### config.mk
export PLATFORM = sky130hd
export DESIGN_NAME = dcache_write_buffer
export DESIGN_NICKNAME = d
export VERILOG_FILES = /design/src/rtl/wb_pkg.sv /design/src/rtl/wb_fifo.sv /design/src/rtl/dcache_write_buffer.sv
export SDC_FILE = /design/constraint.sdc
export NUM_CORES = 1
export LEC_CHECK = 0
export BUFFER_PORTS_ARGS = -buffer_cell sky130_fd_sc_hd__buf_2
export CAP_MARGIN = 25
export CELL_PAD_IN_SITES_DETAIL_PLACEMENT = 0
export CELL_PAD_IN_SITES_GLOBAL_PLACEMENT = 2
export CORE_MARGIN = 4
export CORE_UTILIZATION = 40
export CTS_BUF_LIST = sky130_fd_sc_hd__clkbuf_8
export DETAILED_ROUTE_END_ITERATION = 6
export PLACE_DENSITY_LB_ADDON = 0.08
export SKIP_CTS_REPAIR_TIMING = 1
export SLEW_MARGIN = 0
export SYNTH_ARGS = -nofsm -noshare
export SYNTH_HDL_FRONTEND = slang
export SYNTH_HIERARCHICAL = 1
export SYNTH_SLANG_ARGS = --single-unit
### constraint.sdc
create_clock -name clk -period 5.4 [get_ports clk]
set_input_delay 0.27 -clock clk [delete_from_list [all_inputs] [get_ports clk]]
set_output_delay 0.27 -clock clk [all_outputs]
set_load 0.02 [all_outputs]
### src/rtl/wb_pkg.sv
// Shared definitions for the data-cache write buffer.
//   DEPTH             : default number of buffered stores (power of 2, >= 2)
//   PTR_W             : head/tail pointer width
//   BLOCK_OFFSET_BITS : low address bits ignored when matching a refill block
//   wb_entry_t        : one buffered store {addr, data}
//   arb_t             : which client owns the memory port this cycle
package wb_pkg;

  localparam int DEPTH             = 4;
  localparam int PTR_W             = $clog2(DEPTH);
  localparam int BLOCK_OFFSET_BITS = 4;

  typedef struct packed {
    logic [31:0] addr;
    logic [31:0] data;
  } wb_entry_t;

  typedef enum logic [1:0] {
    ARB_IDLE  = 2'd0,
    ARB_READ  = 2'd1,
    ARB_DRAIN = 2'd2
  } arb_t;

endpackage

### src/rtl/wb_fifo.sv
// Store FIFO for the write buffer: storage, pointers, occupancy count.
// Ports:
//   clk, rst     : clock, asynchronous active-high reset
//   push         : write push_entry at tail (ignored while full)
//   push_entry   : store to enqueue
//   pop          : retire the head entry (ignored while empty)
//   head_entry   : oldest pending store
//   entry_valid  : per-slot valid bits, for the refill conflict compare
//   entry_addr   : per-slot store addresses, for the refill conflict compare
//   full, empty  : occupancy flags derived from the registered count
module wb_fifo
  import wb_pkg::*;
#(
  parameter int DEPTH = wb_pkg::DEPTH,
  parameter int PTR_W = $clog2(DEPTH)
) (
  input  logic                   clk,
  input  logic                   rst,
  input  logic                   push,
  input  wb_entry_t              push_entry,
  input  logic                   pop,
  output wb_entry_t              head_entry,
  output logic [DEPTH-1:0]       entry_valid,
  output logic [DEPTH-1:0][31:0] entry_addr,
  output logic                   full,
  output logic                   empty
);

  localparam logic [PTR_W:0] FULL_COUNT = (PTR_W + 1)'(DEPTH);

  wb_entry_t        store_mem [DEPTH];
  logic [PTR_W-1:0] head;
  logic [PTR_W-1:0] tail;
  logic [PTR_W:0]   count;
  logic             do_push;
  logic             do_pop;

  assign full    = (count == FULL_COUNT);
  assign empty   = (count == '0);
  assign do_push = push && !full;
  assign do_pop  = pop && !empty;

  // head == tail with both active would need count 0 (no pop) or full
  // (no push), so the two valid-bit updates never hit the same slot.
  always_ff @(posedge clk or posedge rst) begin
    if (rst) begin
      head        <= '0;
      tail        <= '0;
      count       <= '0;
      entry_valid <= '0;
    end else begin
      if (do_push) begin
        tail              <= tail + 1'b1;
        entry_valid[tail] <= 1'b1;
      end
      if (do_pop) begin
        head              <= head + 1'b1;
        entry_valid[head] <= 1'b0;
      end
      unique case ({do_push, do_pop})
        2'b10:   count <= count + 1'b1;
        2'b01:   count <= count - 1'b1;
        default: count <= count;
      endcase
    end
  end

  // Payload needs no reset: it is only observed through valid slots.
  always_ff @(posedge clk) begin
    if (do_push) store_mem[tail] <= push_entry;
  end

  assign head_entry = store_mem[head];

  always_comb begin
    for (int i = 0; i < DEPTH; i++) entry_addr[i] = store_mem[i].addr;
  end

endmodule

### src/rtl/dcache_write_buffer.sv
// Write buffer between the write-through data cache and single-ported memory.
// Queues every cache store, drains one word per cycle, and shares the memory
// port with cache refill reads. A refill is held off while any pending store
// targets the same cache block, so memory is always current when it is read.
// Ports:
//   clk, rst                   : clock, asynchronous active-high reset
//   wr_en/wr_addr/wr_data      : store request from the cache
//   wr_ready                   : buffer can take a store this cycle
//   rd_req/rd_addr             : refill read request
//   rd_grant/rd_data           : refill owns the port; rd_data is valid
//   mem_addr/mem_we/mem_wdata  : memory port, write sampled at posedge clk
//   mem_rdata                  : combinational memory read data
//   empty                      : no pending stores
// Handshake: a store transfers on a rising edge where wr_en and wr_ready are
// both high; while wr_ready is low the cache holds wr_en, wr_addr and wr_data
// stable. A refill word transfers in every cycle where rd_req and rd_grant
// are both high; rd_req with rd_grant low simply waits.
module dcache_write_buffer
  import wb_pkg::*;
#(
  parameter int DEPTH             = wb_pkg::DEPTH,
  parameter int BLOCK_OFFSET_BITS = wb_pkg::BLOCK_OFFSET_BITS
) (
  input  logic        clk,
  input  logic        rst,
  input  logic        wr_en,
  input  logic [31:0] wr_addr,
  input  logic [31:0] wr_data,
  output logic        wr_ready,
  input  logic        rd_req,
  input  logic [31:0] rd_addr,
  output logic        rd_grant,
  output logic [31:0] rd_data,
  output logic [31:0] mem_addr,
  output logic        mem_we,
  output logic [31:0] mem_wdata,
  input  logic [31:0] mem_rdata,
  output logic        empty
);

  wb_entry_t              head_entry;
  logic [DEPTH-1:0]       entry_valid;
  logic [DEPTH-1:0][31:0] entry_addr;
  logic                   fifo_full;
  logic                   fifo_empty;
  logic                   conflict;
  arb_t                   arb_sel;

  wb_fifo #(.DEPTH(DEPTH)) u_fifo (
    .clk        (clk),
    .rst        (rst),
    .push       (wr_en),
    .push_entry ({wr_addr, wr_data}),
    .pop        (arb_sel == ARB_DRAIN),
    .head_entry (head_entry),
    .entry_valid(entry_valid),
    .entry_addr (entry_addr),
    .full       (fifo_full),
    .empty      (fifo_empty)
  );

  assign wr_ready = !fifo_full;
  assign empty    = fifo_empty;
  assign rd_data  = mem_rdata;

  // Only stored entries are compared; a store arriving this cycle is not yet
  // in memory-order contention with the refill.
  always_comb begin
    conflict = 1'b0;
    for (int i = 0; i < DEPTH; i++) begin
      if (entry_valid[i] &&
          entry_addr[i][31:BLOCK_OFFSET_BITS] == rd_addr[31:BLOCK_OFFSET_BITS])
        conflict = 1'b1;
    end
  end

  // A full buffer always drains so refills cannot starve stores forever.
  // Reset forces idle so an in-flight refill sees its grant drop at once.
  always_comb begin
    arb_sel = ARB_IDLE;
    if (!rst) begin
      if (fifo_full)                arb_sel = ARB_DRAIN;
      else if (rd_req && !conflict) arb_sel = ARB_READ;
      else if (!fifo_empty)         arb_sel = ARB_DRAIN;
    end
  end

  always_comb begin
    mem_we    = 1'b0;
    rd_grant  = 1'b0;
    mem_addr  = '0;
    mem_wdata = '0;
    unique case (arb_sel)
      ARB_DRAIN: begin
        mem_we    = 1'b1;
        mem_addr  = head_entry.addr;
        mem_wdata = head_entry.data;
      end
      ARB_READ: begin
        rd_grant = 1'b1;
        mem_addr = rd_addr;
      end
      default: mem_addr = rst ? '0 : rd_addr;
    endcase
  end

endmodule

Yosys cells after proc, flatten, opt, wreduce, memory -nomap -nowiden. Memory sizes are Yosys's and may differ from the RTL's. Cells that the tools add are included.

Add/sub/neg operators: 4. $lt $le $gt $ge: 4. Equal/unequal tests: 9. Muxes and demuxes: 22. Bitwise gates (word level): 3. Reductions and logical operators: 14.

Operators by type and width (count): 28-bit equality test (4); 32-bit two-way mux (2); 32-bit case mux with 2 select lines (1); 1-bit two-way mux (10); 1-bit logical AND (9); 2-bit two-way mux (4); 4-bit two-way mux (2); 2-bit by 3-bit < comparator with 1-bit output, second input constant (2); 3-bit case mux with 2 select lines (1); 2-bit by 1-bit adder with 2-bit output, second input constant (2); 4-bit AND (1); 1-bit demux with 2-bit select (2); 2-bit by 1-bit equality test with 1-bit output, second input constant (2); 2-bit equality test, second input constant (2); 2-bit by 1-bit greater-or-equal comparator with 1-bit output, second input constant (2); 4-bit NOT (1); 4-bit bitwise OR (1); 3-bit by 1-bit adder with 3-bit output, second input constant (1); 3-bit equality test, second input constant (1); 1-bit zero test (3); 3-bit zero test (1); 3-bit by 1-bit subtractor with 3-bit output, second input constant (1); 2-bit nonzero test (1).

Bits in registers: 11. RAM bits: 256. Input port bits: 132. Output and inout port bits: 100. Word-level logic and storage cells: 61. Memories kept: 1.

Memories: u_fifo.store_mem (words 4, width 64, rd ports 5, clocked after Yosys merged registers in 0, write ports 1, line wb_fifo.sv:31) `wb_entry_t store_mem [DEPTH];`.

Logic depth before layout (Yosys ltp).
Depth in word-level cells: 15. Depth in mapped cells: 15. Depth with buffers taken out: 13.

By module. The synthesis kept the hierarchy.

Modules (own cells, without submodules): wb_fifo (times used 1, cells each 517, area an instance 10844.2 µm², sequential area each 7962.6 µm²); dcache_write_buffer (times used 1, cells each 308, area an instance 2309.7 µm², sequential area each 0.0 µm²).

Worst setup path before layout. No wires, ideal clock.

Path kind: reg2reg. Start: reg u_fifo.tail[0]. End: mem u_fifo/store_mem[2][0] (netlist name), enable pin. Setup time: 0.490 ns. Arrival: 3.400 ns. Required time: 4.910 ns. Slack: 1.510 ns. Stages on the path, launching flop included: 5. Path buffers: 0. Clock period less this slack: 3.890 ns. Cell sequence: dfrtp_1 inv_1 ha_1 nand2_1 nor2_1.

RTL lines: from (decl) (line wb_fifo.sv:33) `logic [PTR_W-1:0] tail;`; from (signal assigned) (line wb_fifo.sv:53) `tail <= tail + 1'b1;`; to (decl) (line wb_fifo.sv:31).

No word-level cell before the write port.

==> flow_summary.yaml <==
clocking:
  cts_buffers: 45
  cts_tree: "built"
  htree_levels: 2
  clk_pin_slew_ns: 0.06
  cts_max_path_buffers: 3
  clk_latency_ns: 0.55
  cts_sinks: 267
  root_buffer: "clkbuf_8"
sta:
  finClkSkew_ns: 0.01647
  rsz0062_at_grt: "false"
  fmax_mhz: 216.8
  worstMarginPinSlew_ns: 0.9343
  finalMaxSlewViolations: 0
  setup_viol: 0
  period_needed_ns: 4.612
  slew_headroom: 0.3771
  hold_viol: 0
  finalSetupTns_ns: 0
  fin_crit_sh: 0.8540
cells_and_area:
  n_antenna_cell: 0
  drive_gt1_frac: 0.3333
  area_growth_pct: 11.71
  fin_cells: 1368
  final_nets: 1049
routing:
  first_iter_violations: 287
  drt_wl_total_mm: 30.75
  routedWlPerCell_um: 22.48
  route.detailed.drc: 0
  vias: 6839
  dr.pass1.iters: 4
  ant_nets: 0
  avgViaCountPerCell: 4.999
synth:
  synth_cells: 809
  synthesis.nets: 953
  synth_warnings: 6
  syn_area_um2: 13030
  postSynthAreaPerCell_um2: 16.11
critical_path:
  required_ns: 5.13
  critPathLaunchType: "flip-flop"
  cp_max_fo: 24
  worstSetupEndpointType: "output pin"
  crit_type: "flip-flop to output pin"
  crit_arrival_ns: 4.34
die:
  die_x_um: 188.5
  die_area_um2: 35540
  start_util: 0.4088
  row_count: 65
  dieHeight_um: 188.5
  pin_count: 232
  core-area_um2: 31880
placement:
  io_buffer_count: 167
  placed_cells: 1228
  gp_congestion: 0.7620
  dp_hpwl_mm: 20.99
grt:
  grtUsageMet1: 0.2105
  grt.met3_usage: 0.04817
  grt_use_met2: 0.2963
  gr-total-overflow: 0
  grt_pass1_wl_mm: 45.90
  groute.usage.overall: 0.1712
  top_usage_layer: "met2"
  antenna_found_initial: 4
  grt_pass1_vias: 7409
  grt_max_degree: 53
min_path:
  hold_path_class: "input port to flip-flop"
power:
  peakVddDrop_uv: 273.4
  p_leak_nw: 5.310
  power_density_nw_per_um2: 458.2
run:
  drv_cap: 0
status:
  status: "completed"
state kept, by name, indices dropped and copies added (netlist names):
register / cells
u_fifo/tail: 2
u_fifo/head: 2
u_fifo/count: 3
u_fifo/entry_valid: 4
u_fifo/store_mem: 256
path summary, 6_finish.rpt:
check / endpoint / slack, ns / startpoint / cells past startpoint
max: mem_addr[14] / 0.79 / u_fifo/store_mem[0][36] / 12
min: u_fifo/tail[0] / 0.06 / wr_en / 3
max reg2reg: u_fifo/count[2] / 1.23 / u_fifo/store_mem[0][36] / 13
min reg2reg: u_fifo/count[2] / 0.53 / u_fifo/count[2] / 1
max in group asynchronous: u_fifo/head[0] / 4.70 / rst / 3
min in group asynchronous: u_fifo/entry_valid[1] / 0.35 / rst / 3
layer usage:
metal | vias to the layer above | routed length, um
met1 | 3464 | 12480
met2 | 210 | 15590
li1 | 3076 | -
met5 | - | 41
met4 | 6 | 745
met3 | 83 | 1900
layout by cell type, fill, tap and decap left out, drive strengths merged, types with 4 or more instances in the layout:
cell           n
nor3           5
edfxtp       256
xor2          78
o21ai          4
dlygate4sd3   65
clkinv         8
inv           30
ha            11
mux4          64
nand4         12
nor2           6
a22oi          4
a22o          28
buf          181
nand2         11
dfrtp         11
clkbuf        46
and2          32
xnor2         39
a2bb2oi        4
nor4          18
report_power, final:
group | leakage (nW) | internal, mW | switching [mW] | total, mW
Clock | 0.453 | 0.785 | 0.748 | 1.53
Sequential | 2.47 | 2.76 | 0.295 | 3.05
Combinational | 2.39 | 0.952 | 1.14 | 2.09
metrics by stage:
step	util	hold WS, ns	power, mW	setup WS, ns	cell area, um2
after CTS	0.4363	-0.2103	6.781	0.6642	13910
final	0.4567	0.05994	6.672	0.7885	14560
after global routing	0.4567	0.01751	7.085	0.4875	14560
after floorplan	-	0.1224	4.717	1.510	13030
after detailed placement	0.4125	0.3831	5.209	1.189	13150
after global placement	0.4117	0.3730	5.171	1.269	13120
cell type report:
type / count / area [um2]
clock buffer: 46 / 633.1
clock inverter: 29 / 125.1
fill: 2901 / 17320
inverter: 10 / 37.54
multi-input combinational: 335 / 3641
sequential: 267 / 7968
tap: 435 / 544.3
timing repair buffer: 246 / 1612
worst max-delay path, stage by stage (launching register included):
cell and delay (ns):
edfxtp_1 0.39, xor2_1 0.23, nor4_1 0.56, nand3_1 0.14, o311ai_1 0.55, o31ai_1 0.14
ha_1 0.46, inv_1 0.09, nor2_1 0.27, a21o_1 0.25, buf_4 0.34, a22o_1 0.19
buf_2 0.16
No activity file was read; power rests on OpenSTA's default activity.
